### config.mk
export PLATFORM = sky130hd
export DESIGN_NAME = drive_arbiter
export DESIGN_NICKNAME = d
export VERILOG_FILES = /design/src/rtl/drive_arbiter.sv
export SDC_FILE = /design/constraint.sdc
export NUM_CORES = 1
export LEC_CHECK = 0
export CELL_PAD_IN_SITES_DETAIL_PLACEMENT = 0
export CELL_PAD_IN_SITES_GLOBAL_PLACEMENT = 1
export CORE_ASPECT_RATIO = 0.7
export CORE_MARGIN = 4
export CORE_UTILIZATION = 30
export DETAILED_ROUTE_END_ITERATION = 10
export PLACE_DENSITY = 0.6
export SLEW_MARGIN = 20
export SYNTH_ARGS = -nofsm -noshare
export SYNTH_HDL_FRONTEND = slang
export SYNTH_SLANG_ARGS = --single-unit
### constraint.sdc
create_clock -name clk_50 -period 3.1 [get_ports clk_50]
set_input_delay 0.62 -clock clk_50 [delete_from_list [all_inputs] [get_ports clk_50]]
set_output_delay 0.62 -clock clk_50 [all_outputs]
set_load 0.005 [all_outputs]
### src/rtl/drive_arbiter.sv
`default_nettype none
// ============================================================================
// Module   : drive_arbiter
// Purpose  : Chooses the rover drive command from either the IR remote
//            (manual) or the vision classifier (autonomous). It sequences
//            mode changes, debounces the vision direction, stops the motors
//            when a manual command is not refreshed (dead-man), and runs a
//            rotate-left search pattern when the target is lost.
// Ports    : clk_50     in   system clock, 50 MHz
//            resend     in   synchronous active-high reset
//            ir_cmd     in   [2:0] decoded IR command, sampled on a press
//            ir_toggle  in   inverts once per new IR press
//            vis_dir    in   [2:0] classifier direction (values > 4 mean 0)
//            vis_valid  in   orange target detected
//            fast       in   mic speed request (used in AUTO only)
//            motor_cmd  out  [2:0] 0 stop, 1 fwd, 2 back, 3 left, 4 right
//            speed_sel  out  1 = fast
//            mode       out  [1:0] 00 STOP, 01 MANUAL, 10 AUTO, 11 SEARCH
//            cmd_strobe out  one-cycle pulse when motor_cmd changes value
// Options  : DRIVE_ARB_SEARCH_EN - when defined, target loss enters the
//            SEARCH mode; otherwise target loss only stops the motors and
//            the block stays in AUTO.
// Revision : 1.0 - initial release
// ============================================================================
module drive_arbiter #(
  parameter int DEBOUNCE_CYC    = 250000,
  parameter int LOST_CYC        = 25000000,
  parameter int SEARCH_CYC      = 250000000,
  parameter int MANUAL_HOLD_CYC = 50000000
) (
  input  logic       clk_50,
  input  logic       resend,
  input  logic [2:0] ir_cmd,
  input  logic       ir_toggle,
  input  logic [2:0] vis_dir,
  input  logic       vis_valid,
  input  logic       fast,
  output logic [2:0] motor_cmd,
  output logic       speed_sel,
  output logic [1:0] mode,
  output logic       cmd_strobe
);

  // One counter width sized for the largest interval.
  localparam int c_max_a   = (DEBOUNCE_CYC > LOST_CYC) ? DEBOUNCE_CYC : LOST_CYC;
  localparam int c_max_b   = (SEARCH_CYC > MANUAL_HOLD_CYC) ? SEARCH_CYC : MANUAL_HOLD_CYC;
  localparam int c_max_cyc = (c_max_a > c_max_b) ? c_max_a : c_max_b;
  localparam int CW        = $clog2(c_max_cyc + 1);

  localparam logic [CW-1:0] c_one      = CW'(1);
  localparam logic [CW-1:0] c_sat      = '1;
  localparam logic [CW-1:0] c_deb_lim  = CW'(DEBOUNCE_CYC);
  localparam logic [CW-1:0] c_lost_lim = CW'(LOST_CYC);
  localparam logic [CW-1:0] c_hold_lim = CW'(MANUAL_HOLD_CYC);
`ifdef DRIVE_ARB_SEARCH_EN
  localparam logic [CW-1:0] c_search_lim = CW'(SEARCH_CYC);
`endif

  typedef enum logic [1:0] {
    MODE_STOP   = 2'b00,
    MODE_MANUAL = 2'b01,
    MODE_AUTO   = 2'b10,
    MODE_SEARCH = 2'b11
  } mode_t;

  mode_t         mode_q, mode_d;
  logic [2:0]    motor_q, motor_d;
  logic          speed_q, speed_d;
  logic          strobe_q, strobe_d;
  logic          toggle_q;
  logic [2:0]    cand_q, cand_d;
  logic [CW-1:0] deb_q, deb_d;
  logic [CW-1:0] lost_q, lost_d;
  logic [CW-1:0] hold_q, hold_d;
`ifdef DRIVE_ARB_SEARCH_EN
  logic [CW-1:0] search_q, search_d;
  logic [CW-1:0] w_search_inc;
`endif

  logic          w_press;
  logic [2:0]    w_vis_n;
  logic [CW-1:0] w_deb_inc;
  logic [CW-1:0] w_lost_inc;
  logic [CW-1:0] w_hold_inc;

  function automatic logic [CW-1:0] sat_inc(input logic [CW-1:0] x);
    return (x == c_sat) ? x : x + c_one;
  endfunction

  assign w_press    = (ir_toggle != toggle_q);
  assign w_vis_n    = (vis_dir > 3'd4) ? 3'd0 : vis_dir;
  assign w_deb_inc  = sat_inc(deb_q);
  assign w_lost_inc = sat_inc(lost_q);
  assign w_hold_inc = sat_inc(hold_q);
`ifdef DRIVE_ARB_SEARCH_EN
  assign w_search_inc = sat_inc(search_q);
`endif

  always_comb begin
    mode_d  = mode_q;
    motor_d = motor_q;
    cand_d  = cand_q;
    deb_d   = deb_q;
    lost_d  = lost_q;
    hold_d  = hold_q;
`ifdef DRIVE_ARB_SEARCH_EN
    search_d = search_q;
`endif

    // An accepted IR press overrides whatever the current mode would do.
    if (w_press && (ir_cmd != 3'd7)) begin
      case (ir_cmd)
        3'd1, 3'd2, 3'd3, 3'd4: begin
          mode_d  = MODE_MANUAL;
          motor_d = ir_cmd;
          hold_d  = '0;
        end
        3'd5: begin
          mode_d  = MODE_AUTO;
          motor_d = 3'd0;
          cand_d  = 3'd0;
          deb_d   = '0;
          lost_d  = '0;
        end
        default: begin
          mode_d  = MODE_STOP;
          motor_d = 3'd0;
        end
      endcase
    end else begin
      case (mode_q)
        MODE_STOP: begin
          motor_d = 3'd0;
        end
        MODE_MANUAL: begin
          hold_d = w_hold_inc;
          if (w_hold_inc >= c_hold_lim) begin
            motor_d = 3'd0;
          end
        end
        MODE_AUTO: begin
          if (!vis_valid) begin
            lost_d = w_lost_inc;
            deb_d  = '0;
            if (w_lost_inc >= c_lost_lim) begin
`ifdef DRIVE_ARB_SEARCH_EN
              mode_d   = MODE_SEARCH;
              motor_d  = 3'd3;
              search_d = '0;
`else
              motor_d = 3'd0;
`endif
            end else if (deb_q >= c_deb_lim) begin
              motor_d = cand_q;
            end
          end else begin
            lost_d = '0;
            // A new direction becomes the candidate and counts as its
            // first stable cycle.
            if (w_vis_n == cand_q) begin
              deb_d = w_deb_inc;
            end else begin
              cand_d = w_vis_n;
              deb_d  = c_one;
            end
            if (deb_q >= c_deb_lim) begin
              motor_d = cand_q;
            end
          end
        end
`ifdef DRIVE_ARB_SEARCH_EN
        MODE_SEARCH: begin
          if (vis_valid) begin
            mode_d  = MODE_AUTO;
            motor_d = 3'd0;
            cand_d  = 3'd0;
            deb_d   = '0;
            lost_d  = '0;
          end else begin
            search_d = w_search_inc;
            if (w_search_inc >= c_search_lim) begin
              mode_d  = MODE_STOP;
              motor_d = 3'd0;
            end else begin
              motor_d = 3'd3;
            end
          end
        end
`endif
        default: begin
          mode_d  = MODE_STOP;
          motor_d = 3'd0;
        end
      endcase
    end

    speed_d  = (mode_d == MODE_AUTO) ? fast : 1'b0;
    strobe_d = (motor_d != motor_q);
  end

  always_ff @(posedge clk_50) begin
    // toggle_q tracks ir_toggle even in reset so no press appears on release.
    toggle_q <= ir_toggle;
    if (resend) begin
      mode_q   <= MODE_STOP;
      motor_q  <= 3'd0;
      speed_q  <= 1'b0;
      strobe_q <= 1'b0;
      cand_q   <= 3'd0;
      deb_q    <= '0;
      lost_q   <= '0;
      hold_q   <= '0;
`ifdef DRIVE_ARB_SEARCH_EN
      search_q <= '0;
`endif
    end else begin
      mode_q   <= mode_d;
      motor_q  <= motor_d;
      speed_q  <= speed_d;
      strobe_q <= strobe_d;
      cand_q   <= cand_d;
      deb_q    <= deb_d;
      lost_q   <= lost_d;
      hold_q   <= hold_d;
`ifdef DRIVE_ARB_SEARCH_EN
      search_q <= search_d;
`endif
    end
  end

  assign motor_cmd  = motor_q;
  assign speed_sel  = speed_q;
  assign mode       = mode_q;
  assign cmd_strobe = strobe_q;

endmodule
`default_nettype wire

==> impl_results.rst <==
.. list-table::
   :header-rows: 1

   * - Metric
     - Value
   * - Yosys synthesis warning count
     - 0
   * - Static power due to leakage
     - roughly 2.6 nW
   * - CTS tree
     - yes
   * - Clock root buffer
     - sky130_fd_sc_hd__clkbuf_16
   * - Distinct cells, synth
     - 81
   * - Hold Path Depth
     - 2
   * - Clock latency reported for the late side of the worst-skew pair
     - around 0.36 ns
   * - First-pass iteration count of the detailed router
     - 5
   * - Port Buffers
     - 17
   * - Result of the run
     - completed
   * - Min Clock Period, post-route
     - around 3.0 ns
   * - P per Cell Area
     - between 300 and 400 nW/um^2
   * - Utilization after layout
     - 37.8%
   * - Hold crit path type
     - flop to flop
   * - Master of the slowest instance on the critical path
     - sky130_fd_sc_hd__or4b_2
   * - Share of synthesized cell area in full adder, half adder and majority cells
     - 1.22%
   * - Ratio of cells with drive above 1 in the final layout
     - about 20%
   * - Worst reg2reg path startpoint
     - hold_q[1]
   * - First-pass GRT wire length
     - between 30 and 40 mm
   * - Max Clk Rate
     - around 0.33 GHz
   * - Kind of start point of the critical path
     - flop
   * - Die outline height
     - about 130 um
   * - Type of destination of the critical path
     - flop
   * - Ranking of synthesized cells by area
     - sky130_fd_sc_hd__dfxtp_1, sky130_fd_sc_hd__nor2_1, sky130_fd_sc_hd__nand2_1
   * - Post-synthesis sequential element count
     - 95
   * - Number of global-route vias before repair
     - 5857
   * - Final estimated routing congestion in global placement
     - 0.852
   * - Summed negative setup slack over all endpoints
     - 0 ns
   * - Most frequent cell after synthesis
     - sky130_fd_sc_hd__nor2_1
   * - Relative slew slack
     - 47.6%
   * - Total number of H-tree levels
     - 3
   * - Average cell area after synthesis
     - roughly 7.6 sq um
   * - Total clock buffers created by CTS
     - 9
   * - Crit Reg-Reg Endpoint
     - cmd_strobe
   * - Required arrival time at the worst endpoint
     - roughly 3.3 ns
   * - Number of buffers and inverters on the critical path
     - 1
   * - DRT iter0 DRCs
     - between 500 and 600
   * - Flip-flop cell with the highest count after synthesis
     - sky130_fd_sc_hd__dfxtp_1
   * - CP Cell Sequence
     - ha_2, and3_1, nand3_2, o311ai_2, buf_4, or4b_2, a22o_1, o2111ai_2, a31o_1, nor2_1, o32ai_1, a31oi_1
   * - Pin count of the biggest net entering global routing
     - 31
   * - Leftover overflow at the end of global routing
     - 0
   * - Final worst clock skew
     - 0.0126 ns
   * - Die footprint
     - 22900 sq um
   * - Fraction of synthesized cell area taken by the top area cell type
     - between 30% and 40%
   * - Total Routing Usage GR
     - around 17%
   * - Slew at the pin closest to its max-slew limit
     - about 0.78 ns
   * - Via count
     - ~6300
   * - Mean number of vias per cell
     - ~5.5
   * - Count of endpoints failing setup in the final report
     - 0
   * - Number of enable-type register cells in the synthesized netlist
     - 0
   * - Final WL
     - 18.9 mm
   * - Syn Std Cell Area
     - about 6000 sq um
   * - Initial standard-cell utilization of the core
     - a little under a third
   * - I/O pin total
     - 18
   * - DRC violation count after routing
     - 0
   * - Period utilisation layout
     - between 90% and 100%
   * - Largest family of logic cells by synthesized area
     - simple AND/OR/NAND/NOR gates
   * - Max-slew violation count
     - 0
   * - Hpwl dp
     - approximately 14 mm
   * - Final nets
     - about 890
   * - Number of antenna violations at the first check in global routing
     - 0
   * - Fraction of registers with async set/reset
     - 0%
   * - Category of the most critical setup path
     - flop to flop
   * - Syn nets
     - 823
   * - Total clock sinks
     - 95
   * - Area growth, synth to finish
     - 22.7%
   * - Simple-gate share of the synthesized area
     - approximately 34%
   * - Top cell family by delay on the critical path
     - compound AO/OA/AOI/OAI gates
   * - Arrival time worst endpoint
     - between 3 and 4 ns
   * - # Max-Cap Violations
     - 0
   * - CTS clock-pin slew for the worst setup and hold paths
     - 0.08 ns
   * - Antenna Violating Nets Remaining
     - 0
   * - Count of cells along the worst register-to-register path
     - 12
   * - Count of inserted antenna diode cells
     - 0
   * - Top cell types by occurrence after synthesis
     - sky130_fd_sc_hd__nor2_1, sky130_fd_sc_hd__dfxtp_1, sky130_fd_sc_hd__nand2_1
   * - Clk buf depth
     - 2
   * - Horizontal die dimension
     - approximately 180 um
   * - Compound-cell area share of the yosys netlist
     - between 20% and 30%
   * - Highest fanout seen on the critical path
     - 12
   * - Cell row count
     - between 40 and 50
   * - Core area
     - about 20000 sq um
   * - Gate Count Post-Synth
     - a little over 800
   * - Largest stage delay, worst path
     - slightly above 0.6 ns
   * - Final hold violations
     - 0
   * - Proportion of synthesized area in mux cells
     - 1.73%
   * - Sink of the worst hold path
     - deb_q[16]
   * - Origin of the worst min-delay path
     - deb_q[16]
   * - Worst voltage drop across the vdd grid
     - between 0.0002 and 0.00025 V
   * - Post-synthesis xor/xnor area fraction
     - 5.69%
   * - Reg-to-reg slack, setup
     - about 0.056 ns
   * - Share of synthesized area occupied by flip-flops and latches
     - around 30%
   * - Unrepaired setup endpoints after global routing
     - yes
   * - Drt wl/cell
     - 16.4 um
   * - Cell type with the largest total area after synthesis
     - sky130_fd_sc_hd__dfxtp_1
[layout make-up]
class	count	area, sq um
Clock buffer	9	225
Clock inverter	7	75.1
Fill cell	2067	12400
Inverter	15	56.3
Multi-Input combinational cell	647	4050
Sequential cell	95	1920
Tap cell	270	338
Timing Repair Buffer	109	885
[sequential cells by signal, summed over array words and instances (netlist names)]
name and flops:
motor_cmd 3, hold_q 28, toggle_q 1, mode 2, deb_q 28, cand_q 3
speed_sel 1, cmd_strobe 1, lost_q 28
[worst max path at each step]
stage                     from         end  slack [ns]  depth (start not counted)
global placement    vis_dir[1]   deb_q[26]       -0.20                         11
finish               hold_q[1]  cmd_strobe        0.06                         12
CTS                  lost_q[3]  cmd_strobe       0.003                         10
detailed placement  vis_dir[1]   deb_q[26]       -0.24                         11
global route         lost_q[0]  cmd_strobe       -0.02                         12
floorplan           vis_dir[1]   deb_q[26]        0.14                         12
[cell usage in the layout, fill, tap and decap left out, types with 16 or more instances in the layout]
master                            instances
sky130_fd_sc_hd__buf_4                   89
sky130_fd_sc_hd__xnor2_1                 16
sky130_fd_sc_hd__nor3_1                  22
sky130_fd_sc_hd__dfxtp_1                 83
sky130_fd_sc_hd__nand4_1                 28
sky130_fd_sc_hd__xor2_1                  23
sky130_fd_sc_hd__clkdlybuf4s50_1         16
sky130_fd_sc_hd__a21oi_1                 55
sky130_fd_sc_hd__o21ai_0                 41
sky130_fd_sc_hd__nand3_1                 30
sky130_fd_sc_hd__nor2_1                 112
sky130_fd_sc_hd__nand2_1                 89
[repair_timing]
item | in CTS | in global routing
pin swaps | 2 | 8
setup buffers | 2 | 5
hold buffers | 0 | 0
cloned | 0 | 1
setup endpoints to repair | 1 | 4
resized for setup | 5 | 31
[kinds of logic after synthesis]
logic type	count (synthesis)
AOI/OAI and AO/OA	195
xor gates and xnor gates	40
adders and majority gates	6
buffers and inverters	64
DFF	95
muxes	10
and+or+nand+nor	396
[metal layers]
metal	GRT usage [%]	routed length (um)
met4	3.63	158
met5	0	0
met2	23.6	7810
met1	25.7	10100
met3	3.48	829
[tightest hold or removal path, cell delays in order, from the launching register on]
cell,delay (ns)
sky130_fd_sc_hd__dfxtp_1,0.35
sky130_fd_sc_hd__o21ai_1,0.09
sky130_fd_sc_hd__nand2_1,0.05
[power by group]
part	internal (mW)	switching (mW)
Combinational	0.107	0.169
Clock	0.572	0.570
Sequential	1.23	0.00931
Total	1.91	0.748
[stage by stage]
stage,worst slack [ns],instance area [sq um],hold WS (ns),total power [mW],cells
global placement,-0.201,7060,0.502,1.54,1128
floorplan,0.141,6150,0.473,1.40,806
CTS,0.00338,7390,0.533,2.70,1146
finish,0.0558,7550,0.529,2.66,1152
detailed placement,-0.237,7060,0.526,1.54,1128
global route,-0.0185,7550,0.574,2.77,1152
Power figures use the tool's default switching activity.
